<file path="src/rtl/sseg_pkg.sv">
// Shared 7-segment definitions: glyph table for hex 0..F, blank pattern, segment bit indices.
// Latency: n/a (constants and types only).
// Backpressure: n/a.
// Both the encoder and the scan-capture decoder use this table, so the two ends
// of a display loopback cannot disagree about what a glyph looks like.
package sseg_pkg;

  // Bit position of each segment on the 7-bit segment bus.
  typedef enum logic [2:0] {
    SEG_A = 3'd0,
    SEG_B = 3'd1,
    SEG_C = 3'd2,
    SEG_D = 3'd3,
    SEG_E = 3'd4,
    SEG_F = 3'd5,
    SEG_G = 3'd6
  } seg_bit_e;

  localparam logic [6:0] SEG_BLANK = 7'h00;

  localparam logic [6:0] SEG_HEX_0 = 7'h3F;
  localparam logic [6:0] SEG_HEX_1 = 7'h06;
  localparam logic [6:0] SEG_HEX_2 = 7'h5B;
  localparam logic [6:0] SEG_HEX_3 = 7'h4F;
  localparam logic [6:0] SEG_HEX_4 = 7'h66;
  localparam logic [6:0] SEG_HEX_5 = 7'h6D;
  localparam logic [6:0] SEG_HEX_6 = 7'h7D;
  localparam logic [6:0] SEG_HEX_7 = 7'h07;
  localparam logic [6:0] SEG_HEX_8 = 7'h7F;
  localparam logic [6:0] SEG_HEX_9 = 7'h6F;
  localparam logic [6:0] SEG_HEX_A = 7'h77;
  localparam logic [6:0] SEG_HEX_B = 7'h7C;
  localparam logic [6:0] SEG_HEX_C = 7'h39;
  localparam logic [6:0] SEG_HEX_D = 7'h5E;
  localparam logic [6:0] SEG_HEX_E = 7'h7B;
  localparam logic [6:0] SEG_HEX_F = 7'h71;

  // Indexed by nibble value: SEG_GLYPH[n] is the pattern that displays n.
  localparam logic [15:0][6:0] SEG_GLYPH = {
    SEG_HEX_F, SEG_HEX_E, SEG_HEX_D, SEG_HEX_C,
    SEG_HEX_B, SEG_HEX_A, SEG_HEX_9, SEG_HEX_8,
    SEG_HEX_7, SEG_HEX_6, SEG_HEX_5, SEG_HEX_4,
    SEG_HEX_3, SEG_HEX_2, SEG_HEX_1, SEG_HEX_0
  };

endpackage

</file>
<file path="src/rtl/sseg_glyph_dec.sv">
// Combinational 7-segment glyph decoder: segment pattern -> {nibble, err, blank}.
// Latency: 0 cycles (pure combinational).
// Backpressure: none.
// Ports: seg_in[6:0] segment lines (bit0 = a .. bit6 = g); nibble[3:0] decoded value
//        (0 for blank/unknown); err = unrecognised non-blank pattern; blank = all segments off.
module sseg_glyph_dec
  import sseg_pkg::*;
(
  input  logic [6:0] seg_in,
  output logic [3:0] nibble,
  output logic       err,
  output logic       blank
);

  logic hit;

  always_comb begin
    nibble = 4'h0;
    hit    = 1'b0;
    blank  = (seg_in == SEG_BLANK);
    for (int i = 0; i < 16; i++) begin
      if (seg_in == SEG_GLYPH[i]) begin
        nibble = 4'(i);
        hit    = 1'b1;
      end
    end
    err = !blank && !hit;
  end

endmodule

</file>
<file path="src/rtl/sseg_scan_capture.sv">
// Scan-capture of a multiplexed 7-segment bus: qualifies each digit for stability, decodes it, assembles frames.
// Latency: digit captured on the edge its STABLE_CYCLES-th identical sample is taken; frame_valid rises one edge after the last capture.
// Backpressure: frame held until frame_valid & frame_ready; a frame completing while the held one is unaccepted is dropped and overrun pulses.
// Ports: clk, rst (sync, active high); seg_in[6:0], seg_oe, dig_sel[NDIG-1:0] sampled bus;
//        frame_data[4*NDIG-1:0], frame_err, frame_blank, frame_valid / frame_ready handshake; overrun pulse.
// Optional macro SSEG_DP_EN adds input seg_dp (part of the stability compare) and output frame_dp.
module sseg_scan_capture
  import sseg_pkg::*;
#(
  parameter int NDIG          = 4,
  parameter int STABLE_CYCLES = 3
) (
  input  logic                clk,
  input  logic                rst,
  input  logic [6:0]          seg_in,
  input  logic                seg_oe,
  input  logic [NDIG-1:0]     dig_sel,
`ifdef SSEG_DP_EN
  input  logic                seg_dp,
  output logic [NDIG-1:0]     frame_dp,
`endif
  output logic [4*NDIG-1:0]   frame_data,
  output logic [NDIG-1:0]     frame_err,
  output logic [NDIG-1:0]     frame_blank,
  output logic                frame_valid,
  input  logic                frame_ready,
  output logic                overrun
);

  localparam int CW = $clog2(STABLE_CYCLES + 1);
  localparam logic [CW-1:0] CNT_MAX = CW'(STABLE_CYCLES);
`ifdef SSEG_DP_EN
  localparam int KW = NDIG + 8;
`else
  localparam int KW = NDIG + 7;
`endif

  // Sample key used for the "same as last cycle" compare.
  logic [KW-1:0] key;
`ifdef SSEG_DP_EN
  assign key = {dig_sel, seg_dp, seg_in};
`else
  assign key = {dig_sel, seg_in};
`endif

  logic [KW-1:0]     prev_key;
  logic              prev_vld;   // prev_key holds a qualified sample
  logic [CW-1:0]     cnt, cnt_nxt;
  logic              armed, armed_nxt, armed_eff;
  logic              qual, same, capture;
  logic [NDIG-1:0]   mask, mask_nxt;
  logic              complete, complete_nxt;
  logic [4*NDIG-1:0] stg_data;
  logic [NDIG-1:0]   stg_err, stg_blank;
`ifdef SSEG_DP_EN
  logic [NDIG-1:0]   stg_dp;
`endif

  logic [3:0] dec_nibble;
  logic       dec_err, dec_blank;

  sseg_glyph_dec u_dec (
    .seg_in (seg_in),
    .nibble (dec_nibble),
    .err    (dec_err),
    .blank  (dec_blank)
  );

  assign qual = seg_oe && $onehot(dig_sel);
  // A previous unqualified cycle never counts as "same": the dwell restarts.
  assign same = prev_vld && (key == prev_key);

  always_comb begin
    cnt_nxt   = '0;
    armed_eff = 1'b0;
    if (qual) begin
      if (same) begin
        cnt_nxt   = (cnt == CNT_MAX) ? cnt : cnt + CW'(1);
        armed_eff = armed;
      end else begin
        cnt_nxt   = CW'(1);
        armed_eff = 1'b1;
      end
    end
    // Disarming on capture makes a long dwell capture only once.
    capture   = armed_eff && (cnt_nxt == CNT_MAX);
    armed_nxt = armed_eff && !capture;
  end

  // A pending completion hands off this edge, so the mask restarts from empty;
  // a capture on that same edge then becomes the first digit of the next frame.
  always_comb begin
    mask_nxt     = (complete ? '0 : mask) | (capture ? dig_sel : '0);
    complete_nxt = capture && (&mask_nxt);
  end

  always_ff @(posedge clk) begin
    if (rst) begin
      prev_key    <= '0;
      prev_vld    <= 1'b0;
      cnt         <= '0;
      armed       <= 1'b0;
      mask        <= '0;
      complete    <= 1'b0;
      stg_data    <= '0;
      stg_err     <= '0;
      stg_blank   <= '0;
      frame_data  <= '0;
      frame_err   <= '0;
      frame_blank <= '0;
      frame_valid <= 1'b0;
      overrun     <= 1'b0;
`ifdef SSEG_DP_EN
      stg_dp      <= '0;
      frame_dp    <= '0;
`endif
    end else begin
      prev_key <= key;
      prev_vld <= qual;
      cnt      <= cnt_nxt;
      armed    <= armed_nxt;
      mask     <= mask_nxt;
      complete <= complete_nxt;

      for (int i = 0; i < NDIG; i++) begin
        if (capture && dig_sel[i]) begin
          stg_data[4*i +: 4] <= dec_nibble;
          stg_err[i]         <= dec_err;
          stg_blank[i]       <= dec_blank;
`ifdef SSEG_DP_EN
          stg_dp[i]          <= seg_dp;
`endif
        end
      end

      overrun <= 1'b0;
      if (complete) begin
        if (!frame_valid || frame_ready) begin
          frame_data  <= stg_data;
          frame_err   <= stg_err;
          frame_blank <= stg_blank;
`ifdef SSEG_DP_EN
          frame_dp    <= stg_dp;
`endif
          frame_valid <= 1'b1;
        end else begin
          overrun <= 1'b1;
        end
      end else if (frame_valid && frame_ready) begin
        frame_valid <= 1'b0;
      end
    end
  end

endmodule
</file>
<file path="config.mk">
export PLATFORM = sky130hd
export DESIGN_NAME = sseg_scan_capture
export DESIGN_NICKNAME = d
export VERILOG_FILES = /design/src/rtl/sseg_pkg.sv /design/src/rtl/sseg_glyph_dec.sv /design/src/rtl/sseg_scan_capture.sv
export SDC_FILE = /design/constraint.sdc
export NUM_CORES = 1
export LEC_CHECK = 0
export ABC_AREA = 1
export BUFFER_PORTS_ARGS = -buffer_cell sky130_fd_sc_hd__buf_2
export CAP_MARGIN = 30
export CORE_MARGIN = 2
export CORE_UTILIZATION = 40
export DETAILED_ROUTE_END_ITERATION = 10
export PLACE_DENSITY = 0.63
export SLEW_MARGIN = 15
export SYNTH_ARGS = -nofsm -noshare
export SYNTH_HDL_FRONTEND = slang
export SYNTH_SLANG_ARGS = --single-unit
</file>
<file path="constraint.sdc">
create_clock -name clk -period 2.36 [get_ports clk]
set_input_delay 0.118 -clock clk [delete_from_list [all_inputs] [get_ports clk]]
set_output_delay 0.118 -clock clk [all_outputs]
set_load 0.05 [all_outputs]
</file>
; After elaboration in Yosys (flattened, before gate mapping)
; Index checks and enable logic that the tools add are counted.
[word_totals]
output_inout_bits = 26
ff_bits = 70
in_bits = 15
[op_classes]
eq_ne = 21
addsub = 4
bitwise_logic = 2
reduce_logical = 22
n_mux = 42
[ops]
columns = op, count
row1 = "7-bit equality test, second input constant", 12
row2 = 4-bit two-way mux, 10
row3 = 1-bit two-way mux, 23
row4 = "7-bit by 3-bit equality test with 1-bit output, second input constant", 2
row5 = "7-bit by 6-bit equality test with 1-bit output, second input constant", 2
row6 = 3-bit two-way mux, 4
row7 = 11-bit equality test, 1
row8 = 1-bit logical AND, 11
row9 = 2-bit two-way mux, 5
row10 = 7-bit logical NOT, 1
row11 = 1-bit by 1-bit adder with 2-bit output, 2
row12 = "2-bit equality test, second input constant", 2
row13 = 1-bit logical NOT, 4
row14 = 4-bit OR, 1
row15 = 2-bit AND reduction, 2
row16 = 4-bit AND reduction, 1
row17 = 2-bit by 2-bit adder with 3-bit output, 1
row18 = "3-bit by 1-bit equality test with 1-bit output, second input constant", 1
row19 = "2-bit by 1-bit adder with 2-bit output, second input constant", 1
row20 = "2-bit by 1-bit inequality test with 1-bit output, second input constant", 1
row21 = 2-bit nonzero test, 1
row22 = 2-bit OR reduction, 1
row23 = 1-bit logical OR, 1
row24 = 1-bit inverter, 1

; Longest topological paths before layout
[depth]
depth_word = 19
ltp_mapped = 13
mapped_depth_nobuf = 13

; Modules after synthesis
; Synthesis repeated with hierarchy kept, for this count alone.
[unflattened]
hier_cells = 418
hier_area_um2 = 2976.6
[modules_own_cells]
columns = mod, seq_area_each_um2, cells_each, instances, area_per_inst_um2
row1 = sseg_scan_capture, 1401.3, 348, 1, 2662.6
row2 = sseg_glyph_dec, 0.0, 70, 1, 314.1

; Least setup slack after synthesis
; No wires, ideal clock.
[synth_timing]
kind = input -> register
start = input port dig_sel[0]
end = register stg_data[12]
setup_ns = 0.117
path_stages = 13
t_arrival_ns = 2.203
path_slack_ns = 0.040
t_required_ns = 2.243
path_cell_list = inv_1 > fa_1 > inv_1 > ha_1 > ha_1 > nor2_1 > nand3_1 > nor2_1 > nand4_4 > nor2_2 > inv_1 > nor2_1 > nor2_1
[synth_between]
elab_chain_len = 8
[synth_rtl]
columns = item, line_no
row1 = "start, declared", sseg_scan_capture.sv:17  ; input logic [NDIG-1:0] dig_sel,
row2 = 1-bit by 1-bit adder with 2-bit output (not written as such), sseg_scan_capture.sv:69  ; assign qual = seg_oe && $onehot(dig_sel);
row3 = 2-bit by 2-bit adder with 3-bit output (not written as such), sseg_scan_capture.sv:69
row4 = 3-bit by 1-bit equality test with 1-bit output, sseg_scan_capture.sv:69
row5 = 1-bit logical AND, sseg_scan_capture.sv:69
row6 = 2-bit two-way mux, sseg_scan_capture.sv:76  ; if (qual) begin
row7 = 2-bit equality test, sseg_scan_capture.sv:86  ; capture = armed_eff && (cnt_nxt == CNT_MAX);
row8 = 1-bit logical AND (*), sseg_scan_capture.sv:86
row9 = 1-bit logical AND (*), sseg_scan_capture.sv:126  ; if (capture && dig_sel[i]) begin
row10 = "end signal, assigned by index", sseg_scan_capture.sv:127  ; stg_data[4*i +: 4] <= dec_nibble;
row11 = "end, declared", sseg_scan_capture.sv:53  ; logic [4*NDIG-1:0] stg_data;
; Mark *: on every way between the ends. The rest lies on a longest branch, timed or not.
; A chain may end at the register's enable or synchronous reset.

; Worst setup path after layout
[layout_timing]
start = input port dig_sel[0]
end = register stg_data[14]
; The elaborated chain is that of the path after synthesis.

==> run summary <==
status: complete, no violations
WP data required: 2.61 ns
Flop pwr share: 51.2%
die area: 7960 µm²
PwrDens: 667 nW/µm²
area delta synth->final: 20.9%
worst vdd ir: 0.271 mV
Startpoint Class: input pin
Slew headroom: 60.9%
DRT iter0 DRCs: 114
max cap viols: 0
Avg Cell Area, Syn: 6.88 µm²
vias in the first global route: 2,394
DRC Markers: 0
most frequent CP cell: nor2_1
kind of critical path: in -> reg
Final Setup Violations: 0
Final Hold Fails: 0
Slew Limit Fails: 0
Initial Utilization: 40.7%
crit path DAT: 2.36 ns
worst setup margin: 0.249 ns
Critical Path, Cell by Cell: buf_2 -> inv_1 -> fa_1 -> inv_1 -> ha_1 -> ha_1 -> nor2_1 -> nand3_1 -> nor2_1 -> nand4_4 -> nor2_2 -> buf_4 -> nand2_1 -> nand2_1 -> nor2_1
Setup Skew: 0.00956 ns
PortBufs: 40
Buf/Inv on CP: 4
DIE HEIGHT: 89.2 µm
Clk pwr share: 42.9%
pre-CTS WS: -0.194 ns
P_leak: 1.76 nW
worst slew pin tran: 0.586 ns
Crit path max-delay family: adder cells
Post-Place Cells: 563
Post-synth top cells: nor2_1 (118), nand2_1 (78), dfxtp_1 (70)
Post-synth EDFFs: 0
Final Instance Count excl. Fillers: 579
Clock Tree Root: clkbuf_8
net switching power: 0.577 mW
Initial DRT Pass Iterations: 4
Critical Path Max Stage Delay: 0.53 ns
Post-Syn Nets: 440
Skew-Pair Late Insertion Delay: 0.35 ns
hpwl dp: 4.62 mm
ant diodes: 0
first-pass GRT wire length: 11.0 mm
largest net degree at the start of global routing: 33
Critical Path Source: dig_sel[0]
most numerous cell in the Yosys netlist: nor2_1
fin util: 49.2%
leading area contributor after synthesis: dfxtp_1
synthesized area: 2900 µm²
Sink Count: 70
DR vias: 2,682
H-tree levels: 3
Syn Inst Count: 422
share of cells above drive strength 1: 16.9%
CTS buffer count: 9
Async S/R FF share, synth: 0%
CTS tree: yes
clock-pin slew on the worst setup and hold paths: 0.08 ns
hold_sp: frame_ready
sw frac: 24.6%
hold buffer count at cts: 0
fmax: 474 MHz
via/cell ratio: 4.63
remaining global-route overflow: 0
Synth Register Bits: 70
crit path time final: 2.11 ns
top cell type's share of synthesized area: 48.3%
CTS max path bufs: 2
Ports: 41
Avg WL per Cell: 11.2 µm
initial antenna violation count: 0
sequential share of the synthesized area: 48.3%
Tcrit/Tclk final: 89.5%
P_int: 1.76 mW
Final ANT Viol Nets: 0
top_reg_cell synth: dfxtp_1
crit end category: flop
Synth area leaders: dfxtp_1 (48%), nor2_1 (15%), nand2_1 (10%), o21ai_0 (6.7%), inv_1 (6.2%)
nets: 493
Reg-to-Reg Start: prev_key[8]
Core Rows: 31
core area: 7140 µm²
drt total wl: 6.51 mm
Final Wtd Congestion: 0.878
CP max FO: 8
Comb pwr share: 5.9%
die width: 89.2 µm
slowest CP cell: fa_1
Ys Warns: 0
global-route usage over all layers: 17.8%
Worst Hold Class: in -> reg
count of different cell masters after synthesis: 19
RSZ-0062 raised after global routing: no
==> worst register-to-register path: stages (launching register included) <==
cell	delay, ns
dfxtp_1	0.34
inv_1	0.04
nand2_1	0.08
nand2_1	0.05
nor2_1	0.09
nand2_1	0.09
nor2_2	0.16
nand4_4	0.18
nor2_2	0.19
buf_4	0.17
nand2_1	0.06
nand2_1	0.07
nor2_1	0.04
==> placed cells by master, fill, tap and decap left out, types with 2 or more instances in the layout <==
cell,netlist,final
nand4_1,4,4
xnor2_1,2,2
clkinvlp_4,0,2
nor2_2,5,4
clkbuf_8,0,10
nand2_1,78,78
inv_6,0,2
nand3_1,10,10
ha_1,2,2
nor3_1,10,10
buf_4,0,13
inv_2,5,5
dfxtp_1,70,70
nor2_1,118,118
inv_1,48,48
a21oi_1,15,15
buf_2,0,40
o21ai_0,39,39
==> flip-flops by register name, summed over array words and instances (netlist names) <==
signal / flops
stg_blank: 4
prev_vld: 1
stg_data: 16
prev_key: 11
frame_data: 16
mask: 4
stg_err: 4
overrun: 1
armed: 1
cnt: 2
frame_valid: 1
complete: 1
frame_blank: 4
frame_err: 4
==> stage by stage <==
step           power [mW]  cell area [µm²]  setup TNS, ns  hold slack, ns
2_1_floorplan        1.31             2900              0           0.240
3_3_place_gp         1.36             3300         -0.919           0.392
3_5_place_dp         1.36             3300          -3.04           0.402
4_1_cts              2.35             3510              0          0.0362
5_1_grt              2.44             3510              0          0.0624
6_report             2.34             3510              0          0.0340
==> per-layer routing <==
layer / vias to the layer above / share of wire [%] / track usage (%) / routed length, µm
met5: - / 0 / 0 / 0
met3: 7 / 4.1 / 3.51 / 270
met4: 0 / 1.4 / 8.55 / 94
met2: 48 / 46 / 28.1 / 2970
met1: 1221 / 49 / 23.3 / 3170
li1: 1406 / - / - / -
==> power groups by stage <==
stage	clock, mW	combinational, mW	sequential (mW)
global route	1.08	0.158	1.20
CTS	1.02	0.139	1.20
floorplan	0	0.0868	1.23
global placement	0	0.137	1.23
finish	1.00	0.138	1.20
detailed placement	0	0.139	1.23
==> path summary, 6_finish.rpt <==
kind                            slack [ns]      endpoint  cells after the start
worst max-delay path                  0.25  stg_data[14]                     15
worst min-delay path                  0.03       overrun                      4
worst max register to register        0.71  stg_data[14]                     12
worst min register to register        0.46  stg_data[15]                      2
==> cell type report <==
cell class              count  area, µm²
clock buffers              10        138
multi-input cells         287       1260
fillers                   756       3630
clock inverters             6       67.6
inverters                  53        199
flip-flops and latches     70       1400
repair buffers             54        318
well taps                  99        124
==> repair_timing <==
item,in CTS,in global routing
setup buffers,0,0
setup endpoints to repair,0,2
resized for setup,0,1
==> logic make-up after synthesis <==
logic type      count (synthesis)  share of synthesized area, %
compound gates                 56                          9.74
fa+ha+maj                       3                          1.55
buf+inv                        65                          8.40
simple gates                  226                          31.5
xor+xnor                        2                         0.603
flops                          70                          48.3
(Power assumes the default switching activity.)
